### config.mk
export PLATFORM = sky130hd
export DESIGN_NAME = banked_pair_regfile
export DESIGN_NICKNAME = d
export VERILOG_FILES = /design/src/rtl/banked_pair_regfile.sv
export SDC_FILE = /design/constraint.sdc
export NUM_CORES = 1
export LEC_CHECK = 0
export ABC_AREA = 1
export BUFFER_PORTS_ARGS = -buffer_cell sky130_fd_sc_hd__buf_2
export CORE_MARGIN = 2
export CORE_UTILIZATION = 32
export CTS_BUF_LIST = sky130_fd_sc_hd__clkbuf_8 sky130_fd_sc_hd__clkbuf_16
export DETAILED_ROUTE_END_ITERATION = 8
export GPL_TIMING_DRIVEN = 0
export PLACE_DENSITY_LB_ADDON = 0.25
export SETUP_SLACK_MARGIN = 0.3
export SYNTH_ARGS = -nofsm -noshare
export SYNTH_HDL_FRONTEND = slang
export SYNTH_SLANG_ARGS = --single-unit
### constraint.sdc
create_clock -name i_clk -period 5.9 [get_ports i_clk]
set_input_delay 0.59 -clock i_clk [delete_from_list [all_inputs] [get_ports i_clk]]
set_output_delay 0.59 -clock i_clk [all_outputs]
set_load 0.1 [all_outputs]
### src/rtl/banked_pair_regfile.sv
// Banked CPU register file with a 2*DATA_W pair update (inc/dec/add immediate)
// and a small bank stack for fast interrupt context switching.
module banked_pair_regfile #(
    parameter int DATA_W = 8,
    parameter int NREGS  = 16,
    parameter int NBANKS = 2,
    parameter int IMM_W  = 8,
    localparam int AW    = $clog2(NREGS),
    localparam int BW    = (NBANKS > 1) ? $clog2(NBANKS) : 1
) (
    input  logic              i_clk,
    input  logic              i_rst,
    input  logic              i_wr_en,
    input  logic [AW-1:0]     i_wr_sel,
    input  logic [DATA_W-1:0] i_wr_data,
    input  logic [AW-1:0]     i_rd_b_sel,
    input  logic [1:0]        i_pair_op,
    input  logic [IMM_W-1:0]  i_pair_imm,
    input  logic              i_bank_push,
    input  logic              i_bank_pop,
    output logic [DATA_W-1:0] o_out_a,
    output logic [DATA_W-1:0] o_out_b,
    output logic [DATA_W-1:0] o_out_c,
    output logic [BW-1:0]     o_bank_idx,
    output logic              o_pair_carry,
    output logic              o_pair_conflict,
    output logic              o_bank_err
);

    localparam int PW = 2 * DATA_W;
    localparam logic [BW-1:0] TOP_BANK = BW'(NBANKS - 1);

    logic [DATA_W-1:0] r_regs [NBANKS][NREGS];
    logic [BW-1:0]     r_bankIdx;
    logic              r_pairCarry;
    logic              r_pairConflict;
    logic              r_bankErr;

    logic [AW-1:0]        w_hi;
    logic [PW-1:0]        w_pair;
    logic signed [PW-1:0] w_immSext;
    logic [PW:0]          w_sum;
    logic                 w_collide;
    logic                 w_pairExec;

    assign w_hi       = i_rd_b_sel + AW'(1);
    assign w_pair     = {r_regs[r_bankIdx][w_hi], r_regs[r_bankIdx][i_rd_b_sel]};
    assign w_immSext  = PW'($signed(i_pair_imm));
    assign w_collide  = i_wr_en && (i_pair_op != 2'b00) &&
                        ((i_wr_sel == i_rd_b_sel) || (i_wr_sel == w_hi));
    assign w_pairExec = (i_pair_op != 2'b00) && !w_collide;

    // Bit PW of the sum is the carry out (or borrow for the decrement).
    always_comb begin
        w_sum = '0;
        case (i_pair_op)
            2'b01:   w_sum = {1'b0, w_pair} + (PW+1)'(1);
            2'b10:   w_sum = {1'b0, w_pair} - (PW+1)'(1);
            2'b11:   w_sum = {1'b0, w_pair} + {1'b0, w_immSext};
            default: w_sum = {1'b0, w_pair};
        endcase
    end

    always_ff @(posedge i_clk) begin
        if (i_rst) begin
            for (int b = 0; b < NBANKS; b++) begin
                for (int r = 0; r < NREGS; r++) begin
                    r_regs[b][r] <= '0;
                end
            end
            r_bankIdx      <= '0;
            r_pairCarry    <= 1'b0;
            r_pairConflict <= 1'b0;
            r_bankErr      <= 1'b0;
        end else begin
            if (w_pairExec) begin
                r_regs[r_bankIdx][i_rd_b_sel] <= w_sum[DATA_W-1:0];
                r_regs[r_bankIdx][w_hi]       <= w_sum[PW-1:DATA_W];
                r_pairCarry                   <= w_sum[PW];
            end
            if (i_wr_en) begin
                r_regs[r_bankIdx][i_wr_sel] <= i_wr_data;
            end
            r_pairConflict <= w_collide;

            // Simultaneous push and pop cancel out without flagging an error.
            if (i_bank_push && !i_bank_pop) begin
                if (r_bankIdx < TOP_BANK) begin
                    r_bankIdx <= r_bankIdx + BW'(1);
                end else begin
                    r_bankErr <= 1'b1;
                end
            end else if (i_bank_pop && !i_bank_push) begin
                if (r_bankIdx != '0) begin
                    r_bankIdx <= r_bankIdx - BW'(1);
                end else begin
                    r_bankErr <= 1'b1;
                end
            end
        end
    end

    assign o_out_a         = r_regs[r_bankIdx][i_wr_sel];
    assign o_out_b         = r_regs[r_bankIdx][i_rd_b_sel];
    assign o_out_c         = r_regs[r_bankIdx][w_hi];
    assign o_bank_idx      = r_bankIdx;
    assign o_pair_carry    = r_pairCarry;
    assign o_pair_conflict = r_pairConflict;
    assign o_bank_err      = r_bankErr;

endmodule

# Yosys cells after proc, flatten, opt, wreduce, memory -nomap -nowiden

Memory sizes are Yosys's and may differ from the RTL's. A register that Yosys moved wholly into a read port is not among the register bits.
Index checks and enable logic that the tools add are counted.

Flip-flop bits (word level): 4
Memory bits (writable): 256
Bits of input ports: 31
Output and inout bits: 28
Memories kept: 1

Memory list:

| name   | depth | bits a word | rd ports | clocked after memory_dff | wr ports | RTL line | source |
|---|---|---|---|---|---|---|---|
| r_regs | 2     | 128         | 1        | 1                        | 2        | 33       | `logic [DATA_W-1:0] r_regs [NBANKS][NREGS];` |

Add/subtract/negate cells: 6
$lt $le $gt $ge: 7
Equality and inequality tests: 8
Mux-type cells: 294
Bitwise operators: 259
Reduce and logical (&&, ||, !) cells: 17

Operators by type and width:

| operator                | number |
|---|---|
| $mux W128               | 5 |
| $mux W1                 | 273 |
| $or A1 B1 Y1            | 256 |
| $reduce_or A128 Y1      | 1 |
| $bmux W8 S4             | 3 |
| $demux W8 S4            | 3 |
| $mux W8                 | 9 |
| $pmux W17 S3            | 1 |
| $add A16 B1 Y17 const B | 1 |
| $add A16 B16 Y17        | 1 |
| $sub A16 B1 Y17 const B | 1 |
| $ge A5 B5 Y1 const B    | 3 |
| $lt A5 B1 Y1 const B    | 3 |
| $not A4 Y5              | 3 |
| $eq A4 B4 Y1            | 2 |
| $logic_and A1 B1 Y1     | 8 |
| $add A4 B1 Y4 const B   | 1 |
| $eq A2 B2 Y1 const B    | 2 |
| $ne A2 B1 Y1 const B    | 2 |
| $reduce_bool A2 Y1      | 2 |
| $logic_not A1 Y1        | 3 |
| $reduce_and A3 Y1       | 1 |
| $eq A2 B1 Y1 const B    | 1 |
| $ne A2 B2 Y1 const B    | 1 |
| 5 further kinds         | 5 |

# Depth between registers and ports, before layout

Gate-level depths: netlist of run 1.

Word-level depth: 13
Gate-level depth with buffers: 30
Mapped depth without buffers: 27

# Worst setup path after synthesis of run 1

No wires, ideal clock.

Path type: input -> register
Start point: in i_rd_b_sel[0]
End point: mem r_regs[0][103] in the netlist's numbering (data pin)
Arrival: 5,287 ps
Slack: 352 ps
Cell stages on the path: 26
Path buffers: 5
Cell sequence: inv_2 > clkbuf_1 > buf_1 > ha_1 > buf_2 > clkbuf_1 > o21ai_0 > a21oi_1 > o21ai_0 > nand4_1 > ha_1 > nand2_1 > nand2_1 > inv_1 > nor2_1 > nor2_1 > nand3_1 > a21oi_1 > or2_2 > nand3_1 > nand2_1 > inv_1 > buf_2 > nand2_1 > o221ai_1 > nor2_1

RTL lines:

| what        | RTL line | source |
|---|---|---|
| from (decl) | 16       | `input logic [AW-1:0] i_rd_b_sel,` |
| to (decl)   | 33       |  |

==> impl_metrics.xml, run 1 <==
<?xml version="1.0" encoding="UTF-8"?>
<metrics>
  <group name="outcome">
    <metric name="result_of_the_run" unit="">completed</metric>
  </group>
  <group name="routing">
    <metric name="drt_pass1_iterations" unit="">6</metric>
    <metric name="avgViaCountPerCell" unit="">5.89</metric>
    <metric name="wirelength" unit="um">102000</metric>
    <metric name="detailroute.via_count" unit="">19800</metric>
    <metric name="remaining_drc_errors" unit="">0</metric>
    <metric name="antenna_left" unit="">0</metric>
    <metric name="first_iteration_detailed_routing_drc_count" unit="">3051</metric>
    <metric name="routedWlPerCell" unit="um">30.4</metric>
  </group>
  <group name="timing">
    <metric name="report.final.setup_viol" unit="">0</metric>
    <metric name="timing_worst_slew_pin_value" unit="ns">1.29</metric>
    <metric name="max-slew-margin-rel" unit="">0.141</metric>
    <metric name="finalHoldViolCount" unit="">0</metric>
    <metric name="worst_clock_skew" unit="ns">0.0458</metric>
    <metric name="final_critical_path_setup_slack" unit="ns">0.363</metric>
    <metric name="finalCriticalPeriod" unit="ns">5.54</metric>
    <metric name="final_min_period_over_clock_period" unit="">0.939</metric>
    <metric name="setup-tns-final" unit="ns">0</metric>
    <metric name="timing_max_transition_violations_final" unit="">0</metric>
    <metric name="rsz0062_at_grt" unit="">yes</metric>
    <metric name="max_freq" unit="MHz">181</metric>
  </group>
  <group name="critical_path">
    <metric name="crit_required" unit="ns">6.26</metric>
    <metric name="worst-path-max-fanout" unit="">10</metric>
    <metric name="setup.worst_path.class" unit="">flip-flop to flip-flop</metric>
    <metric name="critical_path.endpoint_type" unit="">flip-flop</metric>
    <metric name="worst_setup_path_start_kind" unit="">flip-flop</metric>
    <metric name="arrival_time_of_data_at_the_critical_path_endpoint" unit="ns">5.89</metric>
  </group>
  <group name="grt">
    <metric name="grt_pass1_vias" unit="">18300</metric>
    <metric name="m2_gr_usage" unit="">0.511</metric>
    <metric name="initial_antenna_violation_count" unit="">7</metric>
    <metric name="overflow" unit="">0</metric>
    <metric name="grt_util_all_layers" unit="">0.337</metric>
    <metric name="grt_max_degree" unit="">16</metric>
    <metric name="globalRouteMet1Util" unit="">0.453</metric>
    <metric name="groute.layer.met3.usage" unit="">0.0698</metric>
    <metric name="globalRoute.busiestLayer" unit="">met2</metric>
    <metric name="grt_pass1_wl" unit="um">140000</metric>
  </group>
  <group name="pwr">
    <metric name="ratio_of_total_power_to_cell_area" unit="nW/um2">342</metric>
    <metric name="power.switching" unit="mW">3.05</metric>
    <metric name="ir_worst_vdd" unit="mV">0.248</metric>
    <metric name="seq_power_share" unit="">0.339</metric>
    <metric name="cellLeakagePower" unit="nW">8.85</metric>
    <metric name="cell_internal_pwr" unit="mW">4.02</metric>
    <metric name="logic_pwr_share" unit="">0.397</metric>
    <metric name="power_frac_clock" unit="">0.264</metric>
    <metric name="netSwitchingFraction" unit="">0.431</metric>
  </group>
  <group name="synthesis">
    <metric name="async_flop_share" unit="">0</metric>
    <metric name="yosysSeqAreaShare" unit="">0.427</metric>
    <metric name="synth_top_cells_by_area" unit="">edfxtp_1, nand2_1, nor2_1</metric>
    <metric name="mapped_area" unit="um2">18200</metric>
    <metric name="post_synth_edffs" unit="">256</metric>
    <metric name="postSynthRegisterBits" unit="">261</metric>
    <metric name="synth_top_cells_by_count" unit="">nand2_1, nor2_1, edfxtp_1</metric>
    <metric name="synth_warnings" unit="">0</metric>
    <metric name="synth.largest_area_cell" unit="">edfxtp_1</metric>
    <metric name="synthFlopType" unit="">edfxtp_1</metric>
    <metric name="synth.distinct_cells" unit="">48</metric>
    <metric name="synth_largest_type_area_fraction" unit="">0.422</metric>
    <metric name="synth.most_common_cell" unit="">nand2_1</metric>
    <metric name="syn-num-nets" unit="">2538</metric>
    <metric name="netlist_instances" unit="">2482</metric>
    <metric name="syn_area_per_cell" unit="um2">7.35</metric>
  </group>
  <group name="clocking">
    <metric name="root_buffer" unit="">clkbuf_16</metric>
    <metric name="ctsHtreeMaxLevel" unit="">1</metric>
    <metric name="clk_path_buf_depth" unit="">3</metric>
    <metric name="cts_tree" unit="">yes</metric>
    <metric name="cts.clk_slew.worst_paths" unit="ns">0.08</metric>
    <metric name="post_cts_hold_buffer_count" unit="">0</metric>
    <metric name="clk-insertion-delay-late" unit="ns">0.62</metric>
    <metric name="clock_sinks" unit="">261</metric>
    <metric name="inserted_clock_buffers" unit="">30</metric>
  </group>
  <group name="placement">
    <metric name="preCtsSetupSlack" unit="ns">-1.28</metric>
    <metric name="globalplace.congestion" unit="">1.04</metric>
    <metric name="place.detailed.hpwl" unit="um">78000</metric>
    <metric name="port_buffers" unit="">53</metric>
    <metric name="post_dp_cell_area" unit="um2">19500</metric>
    <metric name="place.detailed.instances" unit="">3292</metric>
  </group>
  <group name="die">
    <metric name="fp.coreArea" unit="um2">56400</metric>
    <metric name="die_height" unit="um">243</metric>
    <metric name="die_w" unit="um">243</metric>
    <metric name="floorplan.io_pins" unit="">59</metric>
    <metric name="dieArea" unit="um2">58900</metric>
    <metric name="num_rows" unit="">87</metric>
    <metric name="floorplan.initialDensity" unit="">0.323</metric>
  </group>
  <group name="cells_and_area">
    <metric name="area_delta_synth_final" unit="%">13.5</metric>
    <metric name="design.final.nets" unit="">2633</metric>
    <metric name="finalCoreUtilization" unit="">0.367</metric>
    <metric name="post_route_cells_drive_above_1_share" unit="">0.108</metric>
    <metric name="final_cell_area" unit="um2">20700</metric>
    <metric name="layoutNonFillerInstCount" unit="">3359</metric>
  </group>
  <group name="job">
    <metric name="drv_cap" unit="">0</metric>
  </group>
  <group name="hold_path">
    <metric name="hp-class" unit="">input port to flip-flop</metric>
  </group>
</metrics>
-- stage by stage --
step                total power [mW]  hold WS [ns]
finish                          7.08         0.355
global route                    7.26         0.353
CTS                             6.92         0.340
detailed placement              5.06         0.486
global placement                5.04         0.481
floorplan                       3.98         0.659
-- power groups by stage --
stage,Sequential [mW],Combinational (mW),Clock (mW)
global route,2.42,2.91,1.94
detailed placement,2.43,2.63,0
global placement,2.42,2.62,0
CTS,2.39,2.66,1.87
finish,2.40,2.81,1.87
floorplan,2.43,1.56,0
-- layout by cell type (no fill, tap or decap), types with 7 or more instances in the layout --
cell type,instances
a21oi_1,49
a221oi_1,14
and2_1,10
buf_1,16
buf_2,89
buf_4,18
buf_6,8
clkbuf_1,51
clkbuf_16,30
clkbuf_2,10
clkbuf_4,10
clkinv_1,22
edfxtp_1,256
ha_1,24
inv_1,153
inv_2,9
nand2_1,799
nand3_1,155
nand3_2,14
nand4_1,36
nor2_1,378
o211ai_1,17
o21a_1,7
o21ai_0,133
o21ai_1,23
o21ai_2,10
o221ai_1,87
o22ai_1,38
or2_2,45
xor2_1,7
-- worst paths after layout --
path / to / startpoint / slack [ns] / cells after the start
setup / recovery: r_regs[0][41] / flip-flop / 0.36 / 24
setup reg to reg: r_regs[0][41] / flip-flop / 0.36 / 24
hold / removal: o_bank_err / i_rst / 0.35 / 2
hold reg to reg: o_bank_err / o_bank_err / 0.49 / 2
-- state kept, by name, indices dropped and copies added, names as in the netlist, named ones only --
register and flops:
o_pair_conflict 1, o_bank_idx 1, r_regs 256, o_bank_err 1, o_pair_carry 1
-- kinds of logic (layout without fill, tap and decap cells) --
logic type / count (synthesis) / count (layout) / synth area share
compound gates: 400 / 400 / 0.140
xor+xnor: 12 / 12 / 0.00576
fa+ha+maj: 25 / 25 / 0.0176
buf+inv: 312 / 430 / 0.0709
flops: 261 / 261 / 0.427
mux: 16 / 16 / 0.00878
other cells: 0 / 3 / 0
simple gates: 1456 / 1456 / 0.330
-- repair_timing --
action / CTS / global route
gates resized for setup: 38 / 55
setup endpoints to repair: 326 / 181
setup buffers: 3 / 6
pin swaps: 3 / 4
gates cloned: 0 / 0
-- per-layer routing --
layer,up-vias,wire length (um)
li1,8615,-
met1,9410,40200
met2,1447,43600
met3,296,12200
met4,4,6270
met5,-,32
-- layout make-up --
class	count	area, um2
diodes	3	7.51
plain buffers	139	707
clock buffers	30	751
clock inverters	25	213
fillers	6055	35700
inverters	173	649
multi-input cells	1909	9300
flip-flops and latches	261	7790
well taps	756	946
repair buffers	63	340
-- critical path, cell delays in order, from the launching register on --
cell      delay (ns)
dfxtp_1         0.31
inv_1           0.09
clkbuf_1        0.96
o21ai_1         0.55
nand2_1         0.16
nand3_1         0.08
nand3_1         0.11
nand2_1         0.11
nand2_1         0.14
nor2_1          0.06
inv_1           0.14
ha_1            0.25
nand3_1         0.08
nand3_1         0.16
a21boi_0        0.31
o21ai_0         0.19
nand3_1         0.16
nand3_1         0.09
nand3_1         0.09
nand2_1         0.19
inv_1           0.23
buf_2           0.41
nand2_1         0.12
o221ai_1        0.22
nor2_1          0.09
Note: power is estimated with default switching activity, not from simulation.
==> inputs of run 2 (changes only) <==
--- a/config.mk
+++ b/config.mk
@@ -5,8 +5,9 @@
 export SDC_FILE = /design/constraint.sdc
 export NUM_CORES = 1
 export LEC_CHECK = 0
-export ABC_AREA = 1
+export ABC_AREA = 0
 export BUFFER_PORTS_ARGS = -buffer_cell sky130_fd_sc_hd__buf_2
+export CORE_ASPECT_RATIO = 0.7
 export CORE_MARGIN = 2
 export CORE_UTILIZATION = 32
 export CTS_BUF_LIST = sky130_fd_sc_hd__clkbuf_8 sky130_fd_sc_hd__clkbuf_16
==> impl_metrics.xml, run 2 <==
<?xml version="1.0" encoding="UTF-8"?>
<metrics>
  <group name="timing">
    <metric name="worst_clock_skew" unit="ns">0.0238</metric>
    <metric name="setup-tns-final" unit="ns">0</metric>
    <metric name="timing_max_transition_violations_final" unit="">0</metric>
    <metric name="finalHoldViolCount" unit="">0</metric>
    <metric name="report.final.setup_viol" unit="">0</metric>
    <metric name="rsz0062_at_grt" unit="">no</metric>
    <metric name="final_critical_path_setup_slack" unit="ns">0.251</metric>
    <metric name="final_min_period_over_clock_period" unit="">0.958</metric>
    <metric name="timing_worst_slew_pin_value" unit="ns">1.49</metric>
    <metric name="finalCriticalPeriod" unit="ns">5.65</metric>
    <metric name="hold-worst-slack" unit="ns">0.444</metric>
    <metric name="max_freq" unit="MHz">177</metric>
    <metric name="max-slew-margin-rel" unit="">0.0000430</metric>
  </group>
  <group name="critical_path">
    <metric name="worst_setup_path_start_kind" unit="">flip-flop</metric>
    <metric name="rr_endpoint" unit="">r_regs[0][116]</metric>
    <metric name="critPathMaxStageDelay" unit="ns">0.69</metric>
    <metric name="timing.reg2reg.worst_path_depth" unit="">17</metric>
    <metric name="arrival_time_of_data_at_the_critical_path_endpoint" unit="ns">5.98</metric>
    <metric name="cells_along_the_critical_path" unit="">buf_6 &gt; buf_8 &gt; buf_8 &gt; mux2i_1 &gt; mux4_2 &gt; a22oi_1 &gt; o211a_1 &gt; ha_1 &gt; a21oi_1 &gt; o311a_4 &gt; a211oi_2 &gt; o21ai_2 &gt; a211o_4 &gt; buf_12 &gt; mux2_2 &gt; a21oi_1 &gt; nor2_1</metric>
    <metric name="worst-path-max-fanout" unit="">10</metric>
    <metric name="crit_required" unit="ns">6.23</metric>
    <metric name="critical_path.endpoint_type" unit="">flip-flop</metric>
    <metric name="cp_slowest_cell" unit="">mux2i_1</metric>
    <metric name="reg2reg_setup_slack" unit="ns">0.25</metric>
    <metric name="setup.worst_path.class" unit="">flip-flop to flip-flop</metric>
  </group>
  <group name="clocking">
    <metric name="cts.clk_slew.worst_paths" unit="ns">0.06</metric>
    <metric name="inserted_clock_buffers" unit="">29</metric>
    <metric name="clk-insertion-delay-late" unit="ns">0.59</metric>
    <metric name="cts_tree" unit="">yes</metric>
    <metric name="root_buffer" unit="">clkbuf_16</metric>
    <metric name="ctsHtreeMaxLevel" unit="">1</metric>
    <metric name="clk_path_buf_depth" unit="">3</metric>
    <metric name="clock_sinks" unit="">261</metric>
    <metric name="post_cts_hold_buffer_count" unit="">0</metric>
  </group>
  <group name="cells_and_area">
    <metric name="final_cell_area" unit="um2">22100</metric>
    <metric name="layout.cells.most_common" unit="">nor2_1</metric>
    <metric name="finalCoreUtilization" unit="">0.376</metric>
    <metric name="post_route_cells_drive_above_1_share" unit="">0.223</metric>
    <metric name="design.final.nets" unit="">1982</metric>
    <metric name="nFillCells" unit="">5831</metric>
    <metric name="layoutNonFillerInstCount" unit="">2748</metric>
    <metric name="registers.top_by_ff_count" unit="">r_regs</metric>
    <metric name="area_delta_synth_final" unit="%">15.4</metric>
    <metric name="final_cell_mix" unit="">nor2_1, edfxtp_1, nand2_1, mux2i_1, mux4_2</metric>
    <metric name="largest_register_ff_count" unit="">256</metric>
  </group>
  <group name="die">
    <metric name="dieArea" unit="um2">61700</metric>
    <metric name="die_w" unit="um">296</metric>
    <metric name="floorplan.initialDensity" unit="">0.326</metric>
    <metric name="die_height" unit="um">208</metric>
    <metric name="floorplan.io_pins" unit="">59</metric>
    <metric name="fp.coreArea" unit="um2">58700</metric>
    <metric name="num_rows" unit="">74</metric>
  </group>
  <group name="placement">
    <metric name="globalplace.congestion" unit="">1.08</metric>
    <metric name="preCtsSetupSlack" unit="ns">-1.83</metric>
    <metric name="place.detailed.hpwl" unit="um">82900</metric>
    <metric name="place.detailed.instances" unit="">2676</metric>
    <metric name="port_buffers" unit="">50</metric>
    <metric name="post_dp_cell_area" unit="um2">20600</metric>
  </group>
  <group name="synthesis">
    <metric name="synth_top_cells_by_count" unit="">nor2_1, edfxtp_1, nand2_1</metric>
    <metric name="async_flop_share" unit="">0</metric>
    <metric name="postSynthRegisterBits" unit="">261</metric>
    <metric name="synth_largest_type_area_fraction" unit="">0.402</metric>
    <metric name="syn-num-nets" unit="">1881</metric>
    <metric name="syn_area_per_cell" unit="um2">10.5</metric>
    <metric name="synth_warnings" unit="">0</metric>
    <metric name="synth.distinct_cells" unit="">92</metric>
    <metric name="synth.most_common_cell" unit="">nor2_1</metric>
    <metric name="synthFlopType" unit="">edfxtp_1</metric>
    <metric name="yosysSeqAreaShare" unit="">0.408</metric>
    <metric name="synth_top_cells_by_area" unit="">edfxtp_1, mux4_2, mux2i_1</metric>
    <metric name="synth.largest_area_cell" unit="">edfxtp_1</metric>
    <metric name="netlist_instances" unit="">1825</metric>
    <metric name="post_synth_edffs" unit="">256</metric>
    <metric name="mapped_area" unit="um2">19100</metric>
  </group>
  <group name="hold_path">
    <metric name="min_from" unit="">i_bank_pop</metric>
    <metric name="hp-class" unit="">input port to flip-flop</metric>
    <metric name="min_path_cells" unit="">4</metric>
  </group>
  <group name="routing">
    <metric name="first_iteration_detailed_routing_drc_count" unit="">3511</metric>
    <metric name="drt_pass1_iterations" unit="">8</metric>
    <metric name="antenna_left" unit="">0</metric>
    <metric name="detailroute.via_count" unit="">18300</metric>
    <metric name="avgViaCountPerCell" unit="">6.67</metric>
    <metric name="routedWlPerCell" unit="um">39.9</metric>
    <metric name="remaining_drc_errors" unit="">0</metric>
    <metric name="wirelength" unit="um">110000</metric>
  </group>
  <group name="outcome">
    <metric name="result_of_the_run" unit="">finished with violations</metric>
    <metric name="failed_checks" unit="">max-capacitance violations</metric>
  </group>
  <group name="grt">
    <metric name="grt_pass1_wl" unit="um">146000</metric>
    <metric name="grt_util_all_layers" unit="">0.349</metric>
    <metric name="grt_max_degree" unit="">14</metric>
    <metric name="initial_antenna_violation_count" unit="">9</metric>
    <metric name="overflow" unit="">0</metric>
    <metric name="grt_pass1_vias" unit="">16800</metric>
  </group>
  <group name="pwr">
    <metric name="ir_worst_vdd" unit="mV">0.202</metric>
    <metric name="ratio_of_total_power_to_cell_area" unit="nW/um2">339</metric>
    <metric name="report.power.total" unit="mW">7.47</metric>
    <metric name="cellLeakagePower" unit="nW">8.33</metric>
  </group>
  <group name="job">
    <metric name="drv_cap" unit="">1</metric>
  </group>
</metrics>
[run 2: cell count changes after synthesis, sizes merged, moves of 32 or more]
cell    change
or2        -37
inv       -123
nand3     -137
mux2       +79
mux2i     +128
mux4       +88
o221ai     -80
nand2     -653
nor2       -75
o21ai     -102
nor3       +43
a22oi      +32
[run 2: area by class of cell]
class                           instances  area, um2  area share
Antenna cell                            3       7.51    0.000340
Buffer                                140        942      0.0427
Clock buffer                           29        726      0.0329
Clock inverter                         23        161     0.00732
Inverter                               36        145     0.00658
Multi-Input combinational cell       1388      10800       0.490
Sequential cell                       261       7790       0.353
Tap cell                              798        998      0.0453
Timing Repair Buffer                   70        478      0.0217
[run 2: timing repair]
| action | in CTS | in global routing |
|---|---|---|
| hold endpoints to repair | 0 | 0 |
| pin swaps | 5 | 8 |
| resized for setup | 55 | 39 |
| buffers inserted | 10 | 7 |
| endpoints found under the setup margin | 232 | 203 |
[run 2: how the worst max path moves through the flow]
stage	start	end	slack, ns
floorplan	i_rd_b_sel[1]	r_regs[0][55]	0.34
global placement	i_rd_b_sel[0]	r_regs[0][83]	-1.88
detailed placement	i_rd_b_sel[0]	r_regs[0][13]	-1.83
CTS	flip-flop	r_regs[0][13]	0.21
global route	i_rd_b_sel[0]	r_regs[0][62]	0.31
finish	flip-flop	r_regs[0][116]	0.25
[run 2: logic make-up after synthesis]
logic type               after synthesis  share of synthesized area
XOR/XNOR                              15                    0.00727
adder cells (fa/ha/maj)               25                     0.0168
flip-flops                           261                      0.408
AO/OA/AOI/OAI                        394                      0.145
AND/OR/NAND/NOR                      643                      0.149
multiplexers                         311                      0.227
buffers and inverters                176                     0.0477
[run 2: power by group]
part	switching, mW	total, mW	leakage [nW]	internal [mW]
Sequential	0.0767	2.40	2.67	2.32
Combinational	2.32	3.27	5.20	0.953
Clock	0.820	1.80	0.459	0.976
Total	3.22	7.47	8.33	4.25
[run 2: layer usage]
metal	global-route usage	part of all wire
met1	0.502	0.41
met2	0.456	0.38
met3	0.145	0.16
met4	0.137	0.050
met5	0	0.0013
[run 2: worst max-delay path: cells and delay by family, from the launching register on]
kind	cells	cell delay, ns
AND/OR/NAND/NOR	1	0.09
AO/OA/AOI/OAI	8	2.31
flip-flops	1	0.33
adder cells (fa/ha/maj)	1	0.39
buffers and inverters	4	0.85
multiplexers	3	1.39
